## src/rtl/systolic_ctrl.sv

```systemverilog
// Tile-job sequencer for a ROWS x COLS MAC grid: clear, K-beat feed, skew flush, column drain.
// Optional abort path (abort/aborted ports, CLEAR_ABORT state) is built when SYSTOLIC_CTRL_ABORT_EN is defined.
module systolic_ctrl #(
   parameter int unsigned COLS = 4,
   parameter int unsigned ROWS = 4,
   parameter int unsigned KW   = 8,
   localparam int unsigned CW  = (COLS > 1) ? $clog2(COLS) : 1
) (
   input  logic              clk,
   input  logic              rst,
   input  logic              start,
   input  logic [KW-1:0]     k_len,
   output logic              busy,
   output logic              done,
   input  logic              in_valid,
   output logic              in_ready,
   output logic              feed_zero,
   output logic [2*COLS-1:0] ctl,
   output logic              out_valid,
   input  logic              out_ready,
   output logic [CW-1:0]     out_col
`ifdef SYSTOLIC_CTRL_ABORT_EN
   ,
   input  logic              abort,
   output logic              aborted
`endif
);

   localparam int unsigned F  = ROWS + COLS - 2;
   localparam int unsigned FW = (F > 1) ? $clog2(F) : 1;

   typedef enum logic [2:0] {
      S_IDLE,
      S_CLEAR,
      S_FEED,
      S_FLUSH,
      S_DRAIN,
      S_DONE
`ifdef SYSTOLIC_CTRL_ABORT_EN
      ,
      S_ABORT
`endif
   } state_t;

   state_t        state_q;
   logic [KW-1:0] k_q;
   logic [KW-1:0] beat_q;
   logic [FW-1:0] fl_q;
   logic [CW-1:0] col_q;

   always_ff @(posedge clk or negedge rst) begin
      if (!rst) begin
         state_q <= S_IDLE;
         k_q     <= '0;
         beat_q  <= '0;
         fl_q    <= '0;
         col_q   <= '0;
      end else begin
`ifdef SYSTOLIC_CTRL_ABORT_EN
         if (abort && state_q != S_IDLE && state_q != S_ABORT)
            state_q <= S_ABORT;
         else
`endif
         case (state_q)
            S_IDLE: begin
               if (start) begin
                  k_q     <= k_len;
                  beat_q  <= '0;
                  fl_q    <= '0;
                  col_q   <= '0;
                  state_q <= S_CLEAR;
               end
            end
            S_CLEAR: begin
               if (k_q == '0)
                  state_q <= (F == 0) ? S_DRAIN : S_FLUSH;
               else
                  state_q <= S_FEED;
            end
            S_FEED: begin
               // Compare against k-1 so k_len = 2^KW-1 never needs the counter to wrap
               if (in_valid) begin
                  if (beat_q == k_q - KW'(1))
                     state_q <= (F == 0) ? S_DRAIN : S_FLUSH;
                  else
                     beat_q <= beat_q + KW'(1);
               end
            end
            S_FLUSH: begin
               if (fl_q == FW'(F - 1))
                  state_q <= S_DRAIN;
               else
                  fl_q <= fl_q + FW'(1);
            end
            S_DRAIN: begin
               if (out_ready) begin
                  if (col_q == CW'(COLS - 1))
                     state_q <= S_DONE;
                  else
                     col_q <= col_q + CW'(1);
               end
            end
            S_DONE:  state_q <= S_IDLE;
`ifdef SYSTOLIC_CTRL_ABORT_EN
            S_ABORT: state_q <= S_IDLE;
`endif
            default: state_q <= S_IDLE;
         endcase
      end
   end

   always_comb begin
      busy      = (state_q != S_IDLE);
      done      = (state_q == S_DONE);
      in_ready  = (state_q == S_FEED);
      out_valid = (state_q == S_DRAIN);
      feed_zero = (state_q != S_FEED);
      out_col   = col_q;
      ctl       = '1;
`ifdef SYSTOLIC_CTRL_ABORT_EN
      aborted   = (state_q == S_ABORT);
`endif
      case (state_q)
         S_CLEAR: ctl = '0;
         S_FEED:  ctl = in_valid ? {COLS{2'b10}} : '1;
         S_FLUSH: ctl = {COLS{2'b10}};
         S_DRAIN: begin
            for (int unsigned c = 0; c < COLS; c++)
               ctl[2*c +: 2] = (CW'(c) == col_q) ? 2'b01 : 2'b10;
         end
`ifdef SYSTOLIC_CTRL_ABORT_EN
         S_ABORT: ctl = '0;
`endif
         default: ctl = '1;
      endcase
   end

endmodule

```

## config.mk

```make
export PLATFORM = sky130hd
export DESIGN_NAME = systolic_ctrl
export DESIGN_NICKNAME = d
export VERILOG_FILES = /design/src/rtl/systolic_ctrl.sv
export SDC_FILE = /design/constraint.sdc
export NUM_CORES = 1
export LEC_CHECK = 0
export CAP_MARGIN = 20
export CORE_MARGIN = 4
export CORE_UTILIZATION = 55
export CTS_BUF_LIST = sky130_fd_sc_hd__clkbuf_4 sky130_fd_sc_hd__clkbuf_8
export DETAILED_ROUTE_END_ITERATION = 7
export PLACE_DENSITY = 0.81
export SYNTH_ARGS = -nofsm -noshare
export SYNTH_HDL_FRONTEND = slang
export SYNTH_SLANG_ARGS = --single-unit
```

## constraint.sdc

```tcl
create_clock -name clk -period 6.4 [get_ports clk]
set_clock_uncertainty 0.2 [all_clocks]
set_input_delay 1.28 -clock clk [delete_from_list [all_inputs] [get_ports clk]]
set_output_delay 1.28 -clock clk [all_outputs]
set_load 0.01 [all_outputs]
```

==> impl.org, run 1 <==
** Power
- LEAKAGE :: 0.922 nW
- Cell internal power was estimated by the tool at 0.000489 W.
- Combinational fraction of design power :: 55.9%
- VDD sags by at most 0.292 mV.
- Switching component of the power :: 0.000407 W
- Sequential share of power :: 34.9%
- Net switching is 45.4% of the power.
- Relative contribution of the clock network to total power :: 9.2%
- Final Total Pwr :: 0.000895 W
- Dividing total power by cell area gives a power density of 427 nW/um2.

** Clocking
- For this design, the sink count on the clock tree is 24.
- The number of setup buffers added after CTS is 0.
- Quantity of gates resized following cts :: 0
- CTS Root Buffer Type :: sky130_fd_sc_hd__clkbuf_4
- Source-to-sink clock delay at the later pin of the worst-skew pair :: 0.32 ns
- Buffers inserted to repair hold after CTS numbered 0.
- Htree depth :: 1
- TritonCTS built the clock tree.
- Buffer levels on the longest clock path :: 2
- Number of buffers created by CTS :: 3
- Clock transition time at the flip-flop clock pins of the worst setup and hold paths :: 0.13 ns

** Worst hold path
- Min-Delay Endpoint :: fl_q[0]$_DFFE_PN0P_
- The path class of the tightest hold or removal check is reg2reg.
- Start point of the worst hold path :: fl_q[0]$_DFFE_PN0P_
- Count of cells along the worst hold path :: 1

** Timing
- Max Slew Vio Count :: 0
- After layout, the worst path uses 66.2% of the clock period.
- The number of hold violations in the final report is 0.
- For the pin with the worst max-slew slack, the measured transition is 0.857 ns.
- Timing would allow up to 0.236 GHz.
- Unrepaired setup endpoints after global routing :: no
- Total Negative Setup Slacks :: 0 ns
- Measured against its own limit, the worst slew margin works out to 42.7%.
- Setup violations remaining at the end of the flow were counted as 0.
- After layout, the minimum clock period comes to 4.24 ns.

** Worst setup path
- Along the worst path, the maximum fanout reaches 4.
- The critical path contains buffers and inverters numbering 2 combined.
- Type of destination of the critical path :: primary output
- Critical path data required time :: 4.92 ns
- Broken down by cell family, the worst path's largest delay share belongs to buffers and inverters.
- Class of the most critical setup path :: in2out
- Cell chain of the critical path :: clkdlybuf4s50_1 -> a21oi_1 -> nor2_1 -> nor2_1 -> clkdlybuf4s50_1
- The worst register-to-register path has a depth of 8.
- Flop2flop setup slack :: 3.89 ns
- Terminus of the critical flop-to-flop path :: beat_q[0]$_DFFE_PN0P_
- WP data arrival :: 2.76 ns
- CP startpoint kind :: primary input
- Reg-to-reg critical path startpoint :: k_q[0]$_DFFE_PN0P_
- On the critical path, the stage with the largest delay is an instance of sky130_fd_sc_hd__clkdlybuf4s50_1.
- Delay contributed by the slowest stage of the critical path :: 0.57 ns

** Yosys
- Summing every instance area after synthesis gives 1780 um2.
- Number of warnings reported in the yosys synthesis log :: 0
- Share of flip-flops with an asynchronous set or reset :: 100%
- Area share of the largest cell type after synthesis :: 33.7%
- Number of flip-flops and latches in the synthesized netlist :: 24
- Cell accounting for the most synthesized area :: sky130_fd_sc_hd__dfrtp_1
- After technology mapping, the gate count stands at 196.
- The netlist uses 46 different library cells.
- Number of synthesized flops with an enable pin :: 0
- After synthesis, the mean cell area works out to 9.08 um2.
- The commonest cells after synthesis are sky130_fd_sc_hd__dfrtp_1 (24), sky130_fd_sc_hd__a21oi_1 (15), sky130_fd_sc_hd__nand2_1 (15).
- Sequential cell area fraction in the yosys report :: 33.7%
- Post-synth net total :: 218
- The most used flip-flop cell after synthesis is sky130_fd_sc_hd__dfrtp_1.
- The most common cell in the synthesized netlist is sky130_fd_sc_hd__dfrtp_1.
- In the post-synthesis netlist, the biggest area contributors are sky130_fd_sc_hd__dfrtp_1 (34%), sky130_fd_sc_hd__ha_1 (6.3%), sky130_fd_sc_hd__mux2_2 (5.1%).

** Cells and area
- After filler insertion, the fill cell instance count of the layout stands at 252.
- Share of post-route cells with drive strength above 1 :: 11.9%
- At the end of the flow, the number of nets in the layout was 241.
- Post-Route Utilization :: 68.0%
- Summing all flip-flop and latch instances after layout gives 601 um2.
- Inserted Diodes :: 0
- Area added between synthesis and finish :: 17.6%
- In the final layout, the multi-input gates occupy 1080 um2.

** Floorplanning
- # IOs :: 28
- The initial utilization of the core area, before any placement, comes to 57.8%.
- In this run the horizontal extent of the chip is 64.9 um.
- Die Y-Extent :: 64.9 um
- Site row count :: 20
- Core Box Area :: 3080 um2
- The die covers 4210 um2.

** Route
- The detailed router finished its first iteration with 105 violations.
- Vias after detailed routing :: 1535
- After detailed routing, the average wire length per cell comes to 15.6 um.
- Using the TritonRoute via totals, the vias-per-cell ratio works out to 5.86.
- Summed over all layers, the routed wires come to 4.09 mm.
- For this run, design rule violations remaining after detail routing come to 0.
- In this run the remaining antenna-violating nets after routing total 0.
- TritonRoute pass-1 iters :: 4

** Global route
- Aggregate global-route resource usage :: 20.9%
- The initial antenna violation count came to 0.
- Via count of the first global-routing pass :: 1499
- The first global-routing pass estimated 6.98 mm of wire.
- Entering global routing, the biggest net connects 25 pins.
- For this run the aggregate overflow at the end of global routing stands at 0.

** Placement
- Half-perimeter wire length after placement :: 3.09 mm
- Input and output buffers added on the ports amount to 27.
- Routability-driven placement finished with a final weighted congestion of 0.811.

** Status
- The flow ran to the end, and the final reports show no timing, DRC or antenna violations.

** Job
- Max-cap violations in this run came to 0.
layout make-up:
| cell class | instances | area share (%) |
|---|---|---|
| Clock buffer | 4 | 1.73 |
| Multi-Input combinational cell | 151 | 51.4 |
| Timing Repair Buffer | 28 | 13.6 |
| Sequential cell | 24 | 28.7 |
| Tap cell | 44 | 2.63 |
| Inverter | 11 | 1.97 |
power by group through the flow:
stage | Combinational, W | Clock [W] | Sequential (W)
after floorplan | 0.000393 | 0 | 0.000267
after global placement | 0.000469 | 0 | 0.000305
after detailed placement | 0.000499 | 0 | 0.000311
after CTS | 0.000503 | 0.0000840 | 0.000309
after global routing | 0.000558 | 0.0000896 | 0.000323
final | 0.000500 | 0.0000826 | 0.000313
through the flow:
| stage | cell area (um2) | setup slack [ns] | cells | hold slack (ns) |
|---|---|---|---|---|
| 2_1_floorplan | 1780 | 3.25 | 196 | 0.293 |
| 3_3_place_gp | 2040 | 2.31 | 257 | 0.311 |
| 3_5_place_dp | 2040 | 2.18 | 257 | 0.337 |
| 4_1_cts | 2080 | 2.17 | 261 | 0.359 |
| 5_1_grt | 2090 | 2.07 | 262 | 0.412 |
| 6_report | 2090 | 2.16 | 262 | 0.362 |
flip-flops by register name (all words and copies together) (netlist names):
signal / cells
beat_q: 8
fl_q: 3
k_q: 8
out_col: 2
state_q: 3
kinds of logic after synthesis:
family	after synthesis	synth area share [%]
AOI/OAI and AO/OA	35	13.6
xor gates and xnor gates	10	4.92
adders and majority gates	9	6.32
buffers and inverters	21	5.83
DFF	24	33.7
muxes	17	10.4
and+or+nand+nor	80	25.2
placed cells by master, fill, tap and decap left out, drive strengths merged, types with 2 or more instances in the layout:
master / synthesis / layout
nor4: 2 / 2
nor2b: 3 / 3
a21oi: 15 / 15
xnor2: 4 / 4
o21ai: 9 / 9
nor3: 6 / 6
nor4b: 2 / 2
nand2: 15 / 15
clkdlybuf4s50: 0 / 27
inv: 11 / 11
nand4: 4 / 4
and3: 3 / 3
dfrtp: 24 / 24
xor2: 6 / 6
or2: 4 / 4
a21boi: 2 / 2
mux2: 9 / 9
and4: 2 / 2
nor2: 14 / 14
a22o: 2 / 2
nand2b: 9 / 9
nand3: 11 / 11
mux2i: 8 / 8
clkbuf: 3 / 4
ha: 9 / 9
how the worst max path moves through the flow:
stage	slack (ns)	cells past startpoint	endpoint	start
2_1_floorplan	3.25	3	ctl[0]	in_valid
3_3_place_gp	2.31	5	ctl[6]	in_valid
3_5_place_dp	2.18	5	ctl[2]	in_valid
4_1_cts	2.17	5	ctl[2]	in_valid
5_1_grt	2.07	5	ctl[4]	in_valid
6_report	2.16	5	ctl[4]	in_valid
routing by layer:
metal  share of wire, %  GRT usage, %
met4               0.71          3.69
met2                 52          36.5
met3                4.0          3.29
met5                  0             0
met1                 43          27.5
Power figures use the tool's default switching activity.
==> run 2: changes to the inputs <==
- clock period: 6.4 -> 4.05 ns (I/O delays scaled with it)
==> impl.org, run 2 (synthesized netlist as in run 1, its figures left out) <==
** Clocking
- CTS placed an instance of sky130_fd_sc_hd__clkbuf_4 at the clock tree root.
- Htree depth :: 1
- The later pin in the worst-skew pair is clocked with a latency of 0.30 ns.
- TritonCTS built the clock tree.
- After clock tree synthesis, the repair step resized 0 gates.
- After clock tree synthesis, the clock-pin slew on the worst setup and hold paths is 0.13 ns.
- Number of buffers created by CTS :: 3
- In this run, post-CTS hold repair placed 0 buffers.
- The clock passes through at most 2 buffers.
- Sinks on the clock net :: 24
- Number of buffers inserted by post-CTS setup repair :: 0

** Floorplanning
- # IOs :: 28
- The floorplan has 20 rows.
- Die Y-Extent :: 64.9 um
- For this configuration, the core starts out at a cell density of 57.8%.
- The die covers 4210 um2.
- The floorplan step defined a core boundary enclosing 3080 um2.
- Die Wd :: 64.9 um

** Placement
- Inst Count DP :: 257
- Prior to clock tree synthesis, the placed netlist has a worst setup slack of 0.857 ns.
- The HPWL after detailed placement is 2.99 mm.
- Port buffering added 27 buffers.
- At the end of routability-driven placement, the weighted congestion stood at 0.817.
- After detailed placement, the total cell area comes to 2040 um2.

** Route
- For this run, design rule violations remaining after detail routing come to 0.
- The pre-antenna-repair detailed-routing pass consisted of 4 iterations.
- Detailed-route wire length per cell :: 15.1 um
- Vias per Instance :: 5.66
- The routed layout has 1477 vias.
- Number of nets with antenna violations after detailed routing :: 0
- The routed design has 3.95 mm of wire.
- For this block, the initial DRC count from the detailed router was 99.

** Worst setup path
- For flop-to-flop paths, the worst setup slack is 1.52 ns.
- Most common cell on crit path :: sky130_fd_sc_hd__inv_1
- Along the worst path, the maximum fanout reaches 17.
- The critical path is of the reg2out type.
- Critical path data required time :: 3.04 ns
- The largest single stage delay on the critical path is 0.68 ns.
- Data arrives at the worst endpoint at 2.30 ns.
- Register-to-Register Path Depth :: 8
- Cell chain of the critical path :: inv_1 -> or3_1 -> inv_1 -> clkdlybuf4s50_1
- Terminus of the critical flop-to-flop path :: beat_q[0]$_DFFE_PN0P_
- Crit path capture :: in_ready
- STA classifies the critical path endpoint as a primary output.
- Slowest cell on the critical path :: sky130_fd_sc_hd__dfrtp_1
- CP startpoint kind :: flop
- Reg-to-reg critical path startpoint :: k_q[0]$_DFFE_PN0P_
- Worst setup startpoint :: state_q[1]$_DFFE_PN0P_

** Timing
- Peak clock frequency supported by timing :: 0.302 GHz
- The number of hold violations in the final report came to 0.
- Summed over all failing endpoints, the final setup total negative slack is 0 ns.
- Final critical-path required period :: 3.31 ns
- Share of the clock period used by the worst path after layout :: 81.6%
- Measured against its own limit, the worst slew margin works out to 41.9%.
- Hold timing on the final database bottoms out at a slack of 0.353 ns.
- Slew at the pin with the worst max-slew slack :: 0.869 ns
- Crit path setup slack, layout :: 0.744 ns
- Max Slew Vio Count :: 0
- Setup-violating endpoint count in the final report :: 0
- Setup repair after global routing left no endpoint under its margin.

** Power
- For this design the static power due to leakage is 0.920 nW.
- Ratio of total power to cell area :: 658 nW/um2
- Across the VDD grid, the largest voltage drop is 0.366 mV.

** Global route
- First-pass GRT wire length :: 6.88 mm
- Summed over all layers, the global routing overflow is 0.
- Across every metal layer, demand over resource in global routing totals 20.5%.
- The initial antenna violation count is 0.
- The via count of the first global-routing pass was 1460.
- Maximum number of pins on one net before global-route repair :: 25

** Cells and area
- The largest registers in the layout are beat_q: 8 flops, k_q: 8 flops.
- After routing the design area is 2090 um2.
- The finished layout holds 261 standard cells, fillers aside.
- Most used cells in the layout excluding fill and tap cells :: sky130_fd_sc_hd__clkdlybuf4s50_1 (27), sky130_fd_sc_hd__dfrtp_1 (24), sky130_fd_sc_hd__nand2_1 (15), sky130_fd_sc_hd__a21oi_1 (15), sky130_fd_sc_hd__nor2_1 (14)
- The area growth from synthesis to layout is 17.4%.
- Of the cells placed in the final design, the portion with a size suffix greater than 1 is 11.5%.
- The library cell used most frequently in the layout, excluding fill and tap cells, is sky130_fd_sc_hd__clkdlybuf4s50_1.
- The repair_antennas step left the layout with diodes totalling 0.
- Total number of nets in the final design :: 241

** Job
- Across the run, the number of max-cap violations was 0.

** Worst hold path
- Worst min-delay path class :: reg2reg
- The worst hold path begins at fl_q[1]$_DFFE_PN0P_.

** Status
- The flow ran to the end, and the final reports show no timing, DRC or antenna violations.
## run 2: cell count changes in the layout (fill, tap and decap cells not counted)
cell / delta
sky130_fd_sc_hd__clkbuf_8: -1
sky130_fd_sc_hd__clkbuf_16: +1
sky130_fd_sc_hd__buf_8: -1
## run 2: metal layers
layer  GRT usage (%)  vias up  share of wire (%)
li1                -      736                  -
met1            26.6      713                 45
met4            4.22        0               0.53
met3            3.12        2                3.0
met5               0        -                  0
met2            35.9       26                 51
## run 2: worst min path at each step
stage | end | slack [ns] | cells past startpoint
2_1_floorplan | fl_q[0]$_DFFE_PN0P_ | 0.29 | 1
3_3_place_gp | fl_q[1]$_DFFE_PN0P_ | 0.31 | 2
3_5_place_dp | fl_q[1]$_DFFE_PN0P_ | 0.33 | 2
4_1_cts | fl_q[1]$_DFFE_PN0P_ | 0.35 | 2
5_1_grt | fl_q[1]$_DFFE_PN0P_ | 0.40 | 2
6_report | fl_q[1]$_DFFE_PN0P_ | 0.35 | 2
## run 2: area by class of cell
cell class	instances	area [um2]
fillers	274	987
well taps	44	55.1
inverters	11	41.3
repair buffers	28	295
clock buffers	3	22.5
flip-flops and latches	24	601
multi-input cells	151	1080
## run 2: metrics by stage
stage,utilization (%),power [W]
3_5_place_dp,66.4,0.00127
3_3_place_gp,66.4,0.00122
6_report,67.9,0.00138
4_1_cts,67.1,0.00138
2_1_floorplan,-,0.00104
5_1_grt,67.9,0.00150
## run 2: report_power, final
part / internal (W) / total [W] / leakage (nW) / switching [W]
registers: 0.000332 / 0.000488 / 0.303 / 0.000156
clock network: 0.0000347 / 0.000104 / 0.0138 / 0.0000689
logic: 0.000386 / 0.000785 / 0.603 / 0.000399
total: 0.000753 / 0.00138 / 0.920 / 0.000624
## run 2: critical path: cells and delay by family (launching register included)
family | cells | cell delay, ns
DFF | 1 | 0.68
and+or+nand+nor | 1 | 0.45
buffers and inverters | 3 | 0.86
